$ cat src/rtl/csr_exec_if.sv
// rtl/csr_exec_if.sv - issue, CSR-file and writeback handshakes of the CSR execution unit
//
// Bundles three handshakes:
//   in_*  : decoded CSR op from issue (valid/ready)
//   csr_* : one-at-a-time request to the CSR file plus its response
//   res_* : buffered result towards writeback (valid/ready)
// slave  = csr_exec side, master = surrounding pipeline / CSR file side.

interface csr_exec_if #(
    parameter int XLEN = 32
);
    logic            in_valid;
    logic            in_ready;
    logic [2:0]      in_funct3;
    logic [4:0]      in_rs1;
    logic [XLEN-1:0] in_rs1_val;
    logic [4:0]      in_rd;
    logic [11:0]     in_csr;

    logic            csr_req_valid;
    logic            csr_req_ready;
    logic [11:0]     csr_req_addr;
    logic [XLEN-1:0] csr_req_data;
    logic [1:0]      csr_req_op;
    logic            csr_req_wen;
    logic            csr_resp_valid;
    logic            csr_resp_exists;
    logic [XLEN-1:0] csr_resp_data;

    logic            res_valid;
    logic            res_ready;
    logic [4:0]      res_rd_idx;
    logic [XLEN-1:0] res_rd_val;
    logic            res_ex_valid;
    logic [3:0]      res_ex_cause;
    logic            res_flush;

    modport slave (
        input  in_valid, in_funct3, in_rs1, in_rs1_val, in_rd, in_csr,
        output in_ready,
        output csr_req_valid, csr_req_addr, csr_req_data, csr_req_op, csr_req_wen,
        input  csr_req_ready, csr_resp_valid, csr_resp_exists, csr_resp_data,
        output res_valid, res_rd_idx, res_rd_val, res_ex_valid, res_ex_cause, res_flush,
        input  res_ready
    );

    modport master (
        output in_valid, in_funct3, in_rs1, in_rs1_val, in_rd, in_csr,
        input  in_ready,
        input  csr_req_valid, csr_req_addr, csr_req_data, csr_req_op, csr_req_wen,
        output csr_req_ready, csr_resp_valid, csr_resp_exists, csr_resp_data,
        input  res_valid, res_rd_idx, res_rd_val, res_ex_valid, res_ex_cause, res_flush,
        output res_ready
    );
endinterface

$ cat src/rtl/csr_exec.sv
// rtl/csr_exec.sv - multi-cycle CSR execution unit (CSRRW/S/C[I]) with kill and timeout
//
// Decodes a CSR op, runs the legality pre-checks, issues one request to a CSR file
// with variable response latency, and holds the result until writeback takes it.
// Ports:
//   clk, rst : clock, asynchronous active-high reset
//   kill     : squash the operation in flight (highest priority)
//   priv     : current privilege level (00=U, 01=S, 11=M)
//   bus      : csr_exec_if.slave - in_* issue, csr_* CSR file, res_* writeback
// Parameters: XLEN data width; TIMEOUT response wait limit in cycles (0 = wait forever).
// Optional feature: define CSR_PRIV_CHECK_EN to reject accesses with csr[9:8] > priv.

module csr_exec #(
    parameter int XLEN    = 32,
    parameter int TIMEOUT = 16
) (
    input  logic       clk,
    input  logic       rst,
    input  logic       kill,
    input  logic [1:0] priv,
    csr_exec_if.slave  bus
);
    localparam int CW = (TIMEOUT > 1) ? $clog2(TIMEOUT) : 1;

    typedef enum logic [2:0] {
        S_IDLE,
        S_REQ,
        S_WAIT,
        S_HOLD,
        S_DRAIN
    } state_t;

    state_t state, state_n;

    // latched operation
    logic [11:0]     op_addr;
    logic [XLEN-1:0] op_data;
    logic [1:0]      op_kind;
    logic            op_wen;
    logic [4:0]      op_rd;

    // buffered result
    logic [XLEN-1:0] r_val;
    logic            r_ex;
    logic            r_flush;

    logic [CW-1:0]   cnt;
    logic            drain_ex;   // DRAIN must end in HOLD with an exception (timeout path)

    // control strobes from the next-state logic
    logic ld_rd, ld_op, ld_ex, ld_resp;
    logic cnt_clr, cnt_inc;
    logic drain_ex_set, drain_ex_clr;

    logic in_wen, in_illegal, priv_bad, timeout_hit;

    // RS/RC with x0 or zimm=0 never write, regardless of rs1_val
    assign in_wen = (bus.in_funct3[1:0] == 2'b01) || (bus.in_rs1 != 5'd0);

`ifdef CSR_PRIV_CHECK_EN
    assign priv_bad = (bus.in_csr[9:8] > priv);
`else
    logic unused_priv;
    assign unused_priv = ^priv;
    assign priv_bad    = 1'b0;
`endif

    // csr[11:10]==11 is the read-only CSR space
    assign in_illegal = (bus.in_funct3[1:0] == 2'b00)
                     || (in_wen && (bus.in_csr[11:10] == 2'b11))
                     || priv_bad;

    assign timeout_hit = (TIMEOUT != 0) && (cnt == CW'(TIMEOUT - 1));

    always_ff @(posedge clk or posedge rst) begin
        if (rst) begin
            state <= S_IDLE;
        end else begin
            state <= state_n;
        end
    end

    always_comb begin
        state_n      = state;
        ld_rd        = 1'b0;
        ld_op        = 1'b0;
        ld_ex        = 1'b0;
        ld_resp      = 1'b0;
        cnt_clr      = 1'b0;
        cnt_inc      = 1'b0;
        drain_ex_set = 1'b0;
        drain_ex_clr = 1'b0;
        case (state)
            S_IDLE: begin
                if (!kill && bus.in_valid) begin
                    ld_rd = 1'b1;
                    if (in_illegal) begin
                        ld_ex   = 1'b1;
                        state_n = S_HOLD;
                    end else begin
                        ld_op   = 1'b1;
                        state_n = S_REQ;
                    end
                end
            end
            S_REQ: begin
                if (kill) begin
                    // a request already handed over still owes us a response
                    state_n      = bus.csr_req_ready ? S_DRAIN : S_IDLE;
                    cnt_clr      = 1'b1;
                    drain_ex_clr = 1'b1;
                end else if (bus.csr_req_ready) begin
                    state_n = S_WAIT;
                    cnt_clr = 1'b1;
                end
            end
            S_WAIT: begin
                if (kill) begin
                    state_n      = S_DRAIN;
                    cnt_clr      = 1'b1;
                    drain_ex_clr = 1'b1;
                end else if (bus.csr_resp_valid) begin
                    state_n = S_HOLD;
                    ld_resp = 1'b1;
                end else if (timeout_hit) begin
                    state_n      = S_DRAIN;
                    cnt_clr      = 1'b1;
                    drain_ex_set = 1'b1;
                end else begin
                    cnt_inc = 1'b1;
                end
            end
            S_HOLD: begin
                if (kill || bus.res_ready) begin
                    state_n = S_IDLE;
                end
            end
            S_DRAIN: begin
                if (kill) begin
                    drain_ex_clr = 1'b1;
                    cnt_inc      = 1'b1;
                end else if (bus.csr_resp_valid || timeout_hit) begin
                    // the late response is discarded either way
                    state_n = drain_ex ? S_HOLD : S_IDLE;
                    ld_ex   = drain_ex;
                end else begin
                    cnt_inc = 1'b1;
                end
            end
            default: state_n = S_IDLE;
        endcase
    end

    always_ff @(posedge clk or posedge rst) begin
        if (rst) begin
            op_addr  <= '0;
            op_data  <= '0;
            op_kind  <= '0;
            op_wen   <= 1'b0;
            op_rd    <= '0;
            r_val    <= '0;
            r_ex     <= 1'b0;
            r_flush  <= 1'b0;
            cnt      <= '0;
            drain_ex <= 1'b0;
        end else begin
            if (ld_rd) begin
                op_rd <= bus.in_rd;
            end
            if (ld_op) begin
                op_addr <= bus.in_csr;
                op_data <= bus.in_funct3[2] ? {{(XLEN-5){1'b0}}, bus.in_rs1} : bus.in_rs1_val;
                op_kind <= bus.in_funct3[1:0];
                op_wen  <= in_wen;
            end
            if (ld_ex) begin
                r_val   <= '0;
                r_ex    <= 1'b1;
                r_flush <= 1'b0;
            end else if (ld_resp) begin
                r_val   <= bus.csr_resp_exists ? bus.csr_resp_data : '0;
                r_ex    <= !bus.csr_resp_exists;
                r_flush <= bus.csr_resp_exists && op_wen;
            end
            if (cnt_clr) begin
                cnt <= '0;
            end else if (cnt_inc) begin
                cnt <= cnt + CW'(1);
            end
            if (drain_ex_set) begin
                drain_ex <= 1'b1;
            end else if (drain_ex_clr) begin
                drain_ex <= 1'b0;
            end
        end
    end

    assign bus.in_ready      = (state == S_IDLE);
    assign bus.csr_req_valid = (state == S_REQ);
    assign bus.csr_req_addr  = op_addr;
    assign bus.csr_req_data  = op_data;
    assign bus.csr_req_op    = op_kind;
    assign bus.csr_req_wen   = op_wen;

    assign bus.res_valid     = (state == S_HOLD);
    assign bus.res_rd_idx    = op_rd;
    assign bus.res_rd_val    = r_val;
    assign bus.res_ex_valid  = (state == S_HOLD) && r_ex;
    assign bus.res_ex_cause  = ((state == S_HOLD) && r_ex) ? 4'd2 : 4'd0;
    assign bus.res_flush     = (state == S_HOLD) && r_flush && !r_ex;
endmodule
$ cat src/flat_wrapper.sv
// flat-port wrapper written by rule: the top's interface ports become plain ports
module csr_exec_flat 
#(
    parameter int XLEN    = 32,
    parameter int TIMEOUT = 16
)
  (clk, rst, kill, priv, bus_in_valid, bus_in_funct3, bus_in_rs1, bus_in_rs1_val, bus_in_rd, bus_in_csr, bus_in_ready, bus_csr_req_valid, bus_csr_req_addr, bus_csr_req_data, bus_csr_req_op, bus_csr_req_wen, bus_csr_req_ready, bus_csr_resp_valid, bus_csr_resp_exists, bus_csr_resp_data, bus_res_valid, bus_res_rd_idx, bus_res_rd_val, bus_res_ex_valid, bus_res_ex_cause, bus_res_flush, bus_res_ready);
  csr_exec_if #(.XLEN(XLEN)) bus_i ();
  input  logic clk;
  input  logic rst;
  input  logic kill;
  input  logic [1:0] priv;
  input wire logic [$bits(bus_i.in_valid)-1:0] bus_in_valid;
  input wire logic [$bits(bus_i.in_funct3)-1:0] bus_in_funct3;
  input wire logic [$bits(bus_i.in_rs1)-1:0] bus_in_rs1;
  input wire logic [$bits(bus_i.in_rs1_val)-1:0] bus_in_rs1_val;
  input wire logic [$bits(bus_i.in_rd)-1:0] bus_in_rd;
  input wire logic [$bits(bus_i.in_csr)-1:0] bus_in_csr;
  output wire logic [$bits(bus_i.in_ready)-1:0] bus_in_ready;
  output wire logic [$bits(bus_i.csr_req_valid)-1:0] bus_csr_req_valid;
  output wire logic [$bits(bus_i.csr_req_addr)-1:0] bus_csr_req_addr;
  output wire logic [$bits(bus_i.csr_req_data)-1:0] bus_csr_req_data;
  output wire logic [$bits(bus_i.csr_req_op)-1:0] bus_csr_req_op;
  output wire logic [$bits(bus_i.csr_req_wen)-1:0] bus_csr_req_wen;
  input wire logic [$bits(bus_i.csr_req_ready)-1:0] bus_csr_req_ready;
  input wire logic [$bits(bus_i.csr_resp_valid)-1:0] bus_csr_resp_valid;
  input wire logic [$bits(bus_i.csr_resp_exists)-1:0] bus_csr_resp_exists;
  input wire logic [$bits(bus_i.csr_resp_data)-1:0] bus_csr_resp_data;
  output wire logic [$bits(bus_i.res_valid)-1:0] bus_res_valid;
  output wire logic [$bits(bus_i.res_rd_idx)-1:0] bus_res_rd_idx;
  output wire logic [$bits(bus_i.res_rd_val)-1:0] bus_res_rd_val;
  output wire logic [$bits(bus_i.res_ex_valid)-1:0] bus_res_ex_valid;
  output wire logic [$bits(bus_i.res_ex_cause)-1:0] bus_res_ex_cause;
  output wire logic [$bits(bus_i.res_flush)-1:0] bus_res_flush;
  input wire logic [$bits(bus_i.res_ready)-1:0] bus_res_ready;
  assign bus_i.in_valid = bus_in_valid;
  assign bus_i.in_funct3 = bus_in_funct3;
  assign bus_i.in_rs1 = bus_in_rs1;
  assign bus_i.in_rs1_val = bus_in_rs1_val;
  assign bus_i.in_rd = bus_in_rd;
  assign bus_i.in_csr = bus_in_csr;
  assign bus_in_ready = bus_i.in_ready;
  assign bus_csr_req_valid = bus_i.csr_req_valid;
  assign bus_csr_req_addr = bus_i.csr_req_addr;
  assign bus_csr_req_data = bus_i.csr_req_data;
  assign bus_csr_req_op = bus_i.csr_req_op;
  assign bus_csr_req_wen = bus_i.csr_req_wen;
  assign bus_i.csr_req_ready = bus_csr_req_ready;
  assign bus_i.csr_resp_valid = bus_csr_resp_valid;
  assign bus_i.csr_resp_exists = bus_csr_resp_exists;
  assign bus_i.csr_resp_data = bus_csr_resp_data;
  assign bus_res_valid = bus_i.res_valid;
  assign bus_res_rd_idx = bus_i.res_rd_idx;
  assign bus_res_rd_val = bus_i.res_rd_val;
  assign bus_res_ex_valid = bus_i.res_ex_valid;
  assign bus_res_ex_cause = bus_i.res_ex_cause;
  assign bus_res_flush = bus_i.res_flush;
  assign bus_i.res_ready = bus_res_ready;
  csr_exec #(.XLEN(XLEN), .TIMEOUT(TIMEOUT)) u_core (.clk(clk), .rst(rst), .kill(kill), .priv(priv), .bus(bus_i));
endmodule
$ cat config.mk
export PLATFORM = sky130hd
export DESIGN_NAME = csr_exec_flat
export DESIGN_NICKNAME = d
export VERILOG_FILES = /design/src/rtl/csr_exec_if.sv /design/src/rtl/csr_exec.sv /design/src/flat_wrapper.sv
export SDC_FILE = /design/constraint.sdc
export NUM_CORES = 1
export LEC_CHECK = 0
export ABC_CLOCK_PERIOD_IN_PS = 2800
export CORE_ASPECT_RATIO = 1.5
export CORE_UTILIZATION = 38
export CTS_CLUSTER_DIAMETER = 40
export DETAILED_ROUTE_END_ITERATION = 8
export PLACE_DENSITY = 0.75
export SLEW_MARGIN = 5
export SYNTH_ARGS = -nofsm -noshare
export SYNTH_HDL_FRONTEND = slang
export SYNTH_SLANG_ARGS = --single-unit
$ cat constraint.sdc
create_clock -name clk -period 2.8 [get_ports clk]
set_input_delay 0.56 -clock clk [delete_from_list [all_inputs] [get_ports clk]]
set_output_delay 0.56 -clock clk [all_outputs]
set_load 0.1 [all_outputs]
Word-level counts from Yosys, hierarchy flattened
Cells that the tools add are included.
{ "word_totals": {"input_bits": 99, "register_bits": 94, "wordCells": 101, "output_inout_bits": 93} }
{ "op_classes": {"n_mux": 55, "eq_ne": 13, "n_reduce_logical": 21, "addsub": 1} }
{ "op_table": {"columns": ["operator", "n"], "rows": [
  ["$mux W32", 4],
  ["$mux W1", 32],
  ["$mux W3", 10],
  ["$pmux W3 S5", 1],
  ["$mux W4", 2],
  ["$eq A3 B2 Y1 const B", 2],
  ["$logic_and A1 B1 Y1", 6],
  ["$mux W2", 3],
  ["$ne A2 B1 Y1 const B", 3],
  ["$pmux W1 S2", 3],
  ["$reduce_and A6 Y1", 1],
  ["$reduce_bool A2 Y1", 3],
  ["$reduce_bool A5 Y1", 1],
  ["$add A4 B1 Y4 const B", 1],
  ["$eq A4 B4 Y1 const B", 1],
  ["$logic_or A1 B1 Y1", 4],
  ["$ne A4 B3 Y1 const B", 1],
  ["$eq A3 B1 Y1 const B", 1],
  ["$eq A3 B3 Y1 const B", 1],
  ["$logic_not A1 Y1", 3],
  ["$logic_not A3 Y1", 1],
  ["$ne A3 B2 Y1 const B", 1],
  ["$reduce_or A3 Y1", 1],
  ["$eq A2 B1 Y1 const B", 1],
  ["3 further kinds", 3]
]} }

Logic depth before layout (Yosys ltp)
{ "depth": {"ltp_word": 8, "mapped_depth": 8, "ltp_nobuf": 5} }

Least setup slack after synthesis
OpenSTA, ideal clock, no wires.
{ "synth_path": {"kind": "reg-to-output", "startpoint": "reg u_core.state[1]", "endpoint": "out bus_res_ex_cause[1]", "stages_incl_launch_ff": 6, "path_buffers": 3, "setup_slack_ps": -2281, "t_required_ps": 2240, "arrival_ps": 4521, "path_cell_list": "dfrtp_1 -> clkbuf_2 -> clkbuf_1 -> inv_1 -> nor4_1 -> buf_4"} }
{ "synth_between": {"elab_chain_cells": 3} }
{ "synth_rtl": {"columns": ["item", "line", "text"], "rows": [
  ["start, declared", "csr_exec.sv:33", "state_t state, state_n;"],
  ["start signal, assigned", "csr_exec.sv:79", "state <= state_n;"],
  ["$eq A3 B2 Y1", null, null],
  ["$logic_and A1 B1 Y1", null, null],
  ["via bus_res_ex_valid", "flat_wrapper.sv:32", "output wire logic [$bits(bus_i.res_ex_valid)-1:0] bus_res_ex_valid;"],
  ["$mux W2", "csr_exec.sv:209", "assign bus.res_ex_cause = ((state == S_HOLD) && r_ex) ? 4'd2 : 4'd0;"],
  ["end, declared", "flat_wrapper.sv:33", "output wire logic [$bits(bus_i.res_ex_cause)-1:0] bus_res_ex_cause;"]
]} }
The timed path passes the listed nets, and every way through them passes these cells.

Worst setup path after layout
{ "layout_path": {"startpoint": "in bus_in_rs1[4]", "endpoint": "reg u_core.op_kind[1] (netlist: u_core.bus.csr_req_op[1])"} }
{ "layout_between": {"elab_chain_cells": 7} }
{ "layout_rtl": {"columns": ["item", "line", "text"], "rows": [
  ["start, declared", "flat_wrapper.sv:15", "input wire logic [$bits(bus_i.in_rs1)-1:0] bus_in_rs1;"],
  ["$reduce_bool A5 Y1", "csr_exec.sv:58", "assign in_wen = (bus.in_funct3[1:0] == 2'b01) || (bus.in_rs1 != 5'd0);"],
  ["$logic_or A1 B1 Y1", "csr_exec.sv:58", null],
  ["$logic_and A1 B1 Y1", "csr_exec.sv:70", "|| (in_wen && (bus.in_csr[11:10] == 2'b11))"],
  ["$logic_or A1 B1 Y1", "csr_exec.sv:70", null],
  ["$mux W1", "csr_exec.sv:97", "if (in_illegal) begin"],
  ["$mux W1", "csr_exec.sv:95", "if (!kill && bus.in_valid) begin"],
  ["$mux W1", "csr_exec.sv:93", "case (state)"],
  ["end signal, assigned", "csr_exec.sv:173", "op_kind <= bus.in_funct3[1:0];"],
  ["end, declared", "csr_exec.sv:38", "logic [1:0] op_kind;"]
]} }
Every way passes these cells.
A chain may end at the register's enable or synchronous reset.

==> impl_metrics.csv <==
group,metric,value,unit
setup_path,r2r_cells,5,
setup_path,required,3.02,ns
setup_path,worst-path-buf-inv,2,
clocking,htreeDepth,3,
run_status,outcome,"complete, no violations",
cells_and_area,final_cells,660,
clocking,post_cts_buffers,0,
setup_path,worst-r2r-setup-slack,0.61,ns
setup_path,cp-startpoint,"bus_in_rs1[4]",
routing,drtAntennaViolNets,0,
synth,ys.warnings.count,0,
clocking,cts_made_buffers,9,
setup_path,cp_cell_sequence,"clkdlybuf4s50_1 -> or4_4 -> o311ai_2 -> o211ai_1 -> buf_12 -> mux2_4",
routing,wl,11.0,mm
cells_and_area,area_growth,51.6,%
sta,fin_crit,2.44,ns
routing,drc,0,
setup_path,cp-end-kind,"register",
setup_path,cp_slowest_cell,"or4_4",
floorplanning,coreArea,11000,um^2
job,cap_violations,0,
setup_path,path_class,"in -> reg",
global_route,grt.total_usage,19.4,%
clocking,clock_sinks,94,
clocking,root_buffer,"clkbuf_16",
clocking,clockBufferDepth,2,
global_route,grt_overflow_total,0,
global_route,grt_max_degree,65,
placed_design,dp_hpwl,8.31,mm
routing,viasPerCell,5.09,
clocking,ctsHoldBuffers,0,
sta,drv_slew,0,
placed_design,portBuffers,186,
synth,ys_top_cells_by_count,"94 x dfrtp_1, 33 x a32o_1, 30 x nor2b_1",
placed_design,gp_congestion,0.922,
global_route,busiest_layer,"met2",
routing,detail_route.wl_per_cell,16.7,um
global_route,grt_pass1_wl,17.3,mm
setup_path,cpPeakStageDelay,0.57,ns
setup_path,timing.rr.start,"u_core.state[1]",
floorplanning,rows,47,
setup_path,arrival,2.66,ns
sta,rsz0062_at_grt,"false",
setup_path,cp-start-kind,"input port",
clocking,tritoncts,"built",
routing,vias,3361,
sta,finalSetupViolCount,0,
floorplanning,fp.dieH,132,um
global_route,met3_usage,5.20,%
synth,synth_ff_type,"dfrtp_1",
floorplanning,top_level_ports,192,
synth,syn_avg_cell_area,13.2,um^2
synth,synth_edf_count,0,
global_route,grt_pass1_vias,3518,
sta,final_hold_viol_count,0,
hold_path,hold_path.class,"reg -> reg",
floorplanning,dieWidth,88.8,um
setup_path,cpLargestDelayFamily,"buffers and inverters",
sta,max_slew_margin,61.7,%
placed_design,dp.cells,646,
routing,drtIter0Drc,168,
setup_path,cp.depth,6,
global_route,grtUsageMet1,21.0,%
sta,tightest_slew,0.573,ns
global_route,grt_antenna_before_repair,0,
floorplanning,initial_core_util,39.1,%
synth,synthesis.instances,325,
setup_path,worstPathMaxFanout,47,
cells_and_area,fill_cells,903,
sta,min_period_over_period,87.2,%
setup_path,r2r_end,"u_core.bus.res_rd_val[30]",
synth,synth_seq_cells,94,
clocking,clk_pin_slew,0.06,ns
global_route,met2_usage,34.9,%
cells_and_area,num_antenna_cells,0,
synth,netlist_area,4300,um^2
synth,synth_area_leader_cell,"dfrtp_1",
sta,finalClockSkew,0.00717,ns
synth,synth.area.top_cells,"dfrtp_1 55%, mux2_4 10%, a32o_1 7.7%, mux2_2 7.1%, nor2b_1 4.4%",
setup_path,crit_end,"u_core.bus.csr_req_op[1]",
synth,yosysTopAreaCellShare,54.7,%
synth,synthArstFlopShare,100,%
synth,ys_seq_area_share,54.7,%
clocking,clk_latency,0.34,ns
floorplanning,design.die.area,11800,um^2
cells_and_area,nets,610,
sta,hold_ws,0.506,ns
synth,synth.distinct_cells,46,
clocking,cts_resized,0,
sta,max_freq,0.410,GHz
routing,drtPass1Iterations,4,
synth,yosysMostFrequentCell,"dfrtp_1",
cells_and_area,drive_gt1_share,36.5,%
## sequential cells by signal, indices dropped and copies added, names as in the netlist
signal and count:
u_core.cnt 4, u_core.bus.csr_req_addr 12, u_core.r_ex 1, u_core.bus.csr_req_op 2, u_core.bus.csr_req_data 32, u_core.bus.res_rd_val 32
u_core.bus.csr_req_wen 1, u_core.drain_ex 1, u_core.bus.res_rd_idx 5, u_core.state 3, u_core.r_flush 1
## logic make-up (layout without fill, tap and decap cells)
| family | after synthesis | after routing | synth area share, % |
|---|---|---|---|
| compound gates | 57 | 57 | 11.8 |
| xor+xnor | 2 | 2 | 0.408 |
| fa+ha+maj | 1 | 1 | 0.291 |
| buf+inv | 38 | 224 | 4.66 |
| flops | 94 | 94 | 54.7 |
| mux | 60 | 60 | 18.1 |
| other cells | 1 | 3 | 0.0872 |
| simple gates | 72 | 72 | 9.90 |
## worst min path at each step
stage / from / endpoint / slack [ns] / cells past startpoint
3_5_place_dp: u_core.bus.csr_req_data[21] / u_core.bus.csr_req_data[21] / 0.50 / 1
5_1_grt: u_core.bus.csr_req_data[0] / u_core.bus.csr_req_data[0] / 0.52 / 1
2_1_floorplan: u_core.r_flush / u_core.r_flush / 0.50 / 1
3_3_place_gp: u_core.bus.csr_req_addr[10] / u_core.bus.csr_req_addr[10] / 0.49 / 1
4_1_cts: u_core.bus.csr_req_data[0] / u_core.bus.csr_req_data[0] / 0.51 / 1
6_report: u_core.bus.csr_req_data[1] / u_core.bus.csr_req_data[1] / 0.51 / 1
## cell usage in the layout (no fill, tap or decap), drive strengths merged, types with 2 or more instances in the layout
cell / Yosys / final
clkdlybuf4s50: 0 / 96
nor4: 3 / 3
conb: 1 / 3
nand2b: 2 / 2
buf: 17 / 105
o21ai: 2 / 2
mux2: 56 / 56
and3: 2 / 2
xor2: 2 / 2
a31oi: 2 / 2
nand3: 3 / 3
clkbuf: 12 / 13
nor3b: 2 / 2
mux2i: 4 / 4
nand2: 2 / 2
a21oi: 6 / 6
nor2: 12 / 12
nor2b: 30 / 30
nor3: 8 / 8
or3: 2 / 2
or3b: 2 / 2
dfrtp: 94 / 94
a32o: 33 / 33
inv: 9 / 8
o31ai: 2 / 2
## metal layers
metal	wire length (um)	vias up
li1	-	1552
met1	3980	1632
met2	5960	158
met3	811	19
met4	250	0
met5	0	-
## area by class of cell
cell class,instances,area (um^2),share of cell area (%)
Sequential cell,94,2350,36.1
Clock inverter,1,5.00,0.0768
Inverter,9,37.5,0.576
Multi-Input combinational cell,195,1820,27.9
Clock buffer,13,270,4.15
Tap cell,147,184,2.82
Timing Repair Buffer,201,1850,28.4
## stage by stage
step                area, um^2  utilization [%]  TNS (ns)  setup WS [ns]
finish                    6520             59.3         0          0.359
global route              6520             59.3         0          0.289
CTS                       6520             59.3         0          0.380
detailed placement        6240             56.8         0         0.0168
global placement          6240             56.8         0         0.0583
floorplan                 4360                -    -0.185         -0.185
Power is not shown: default switching activity piles up to over one toggle a cycle in this logic, so the estimate is an artifact.
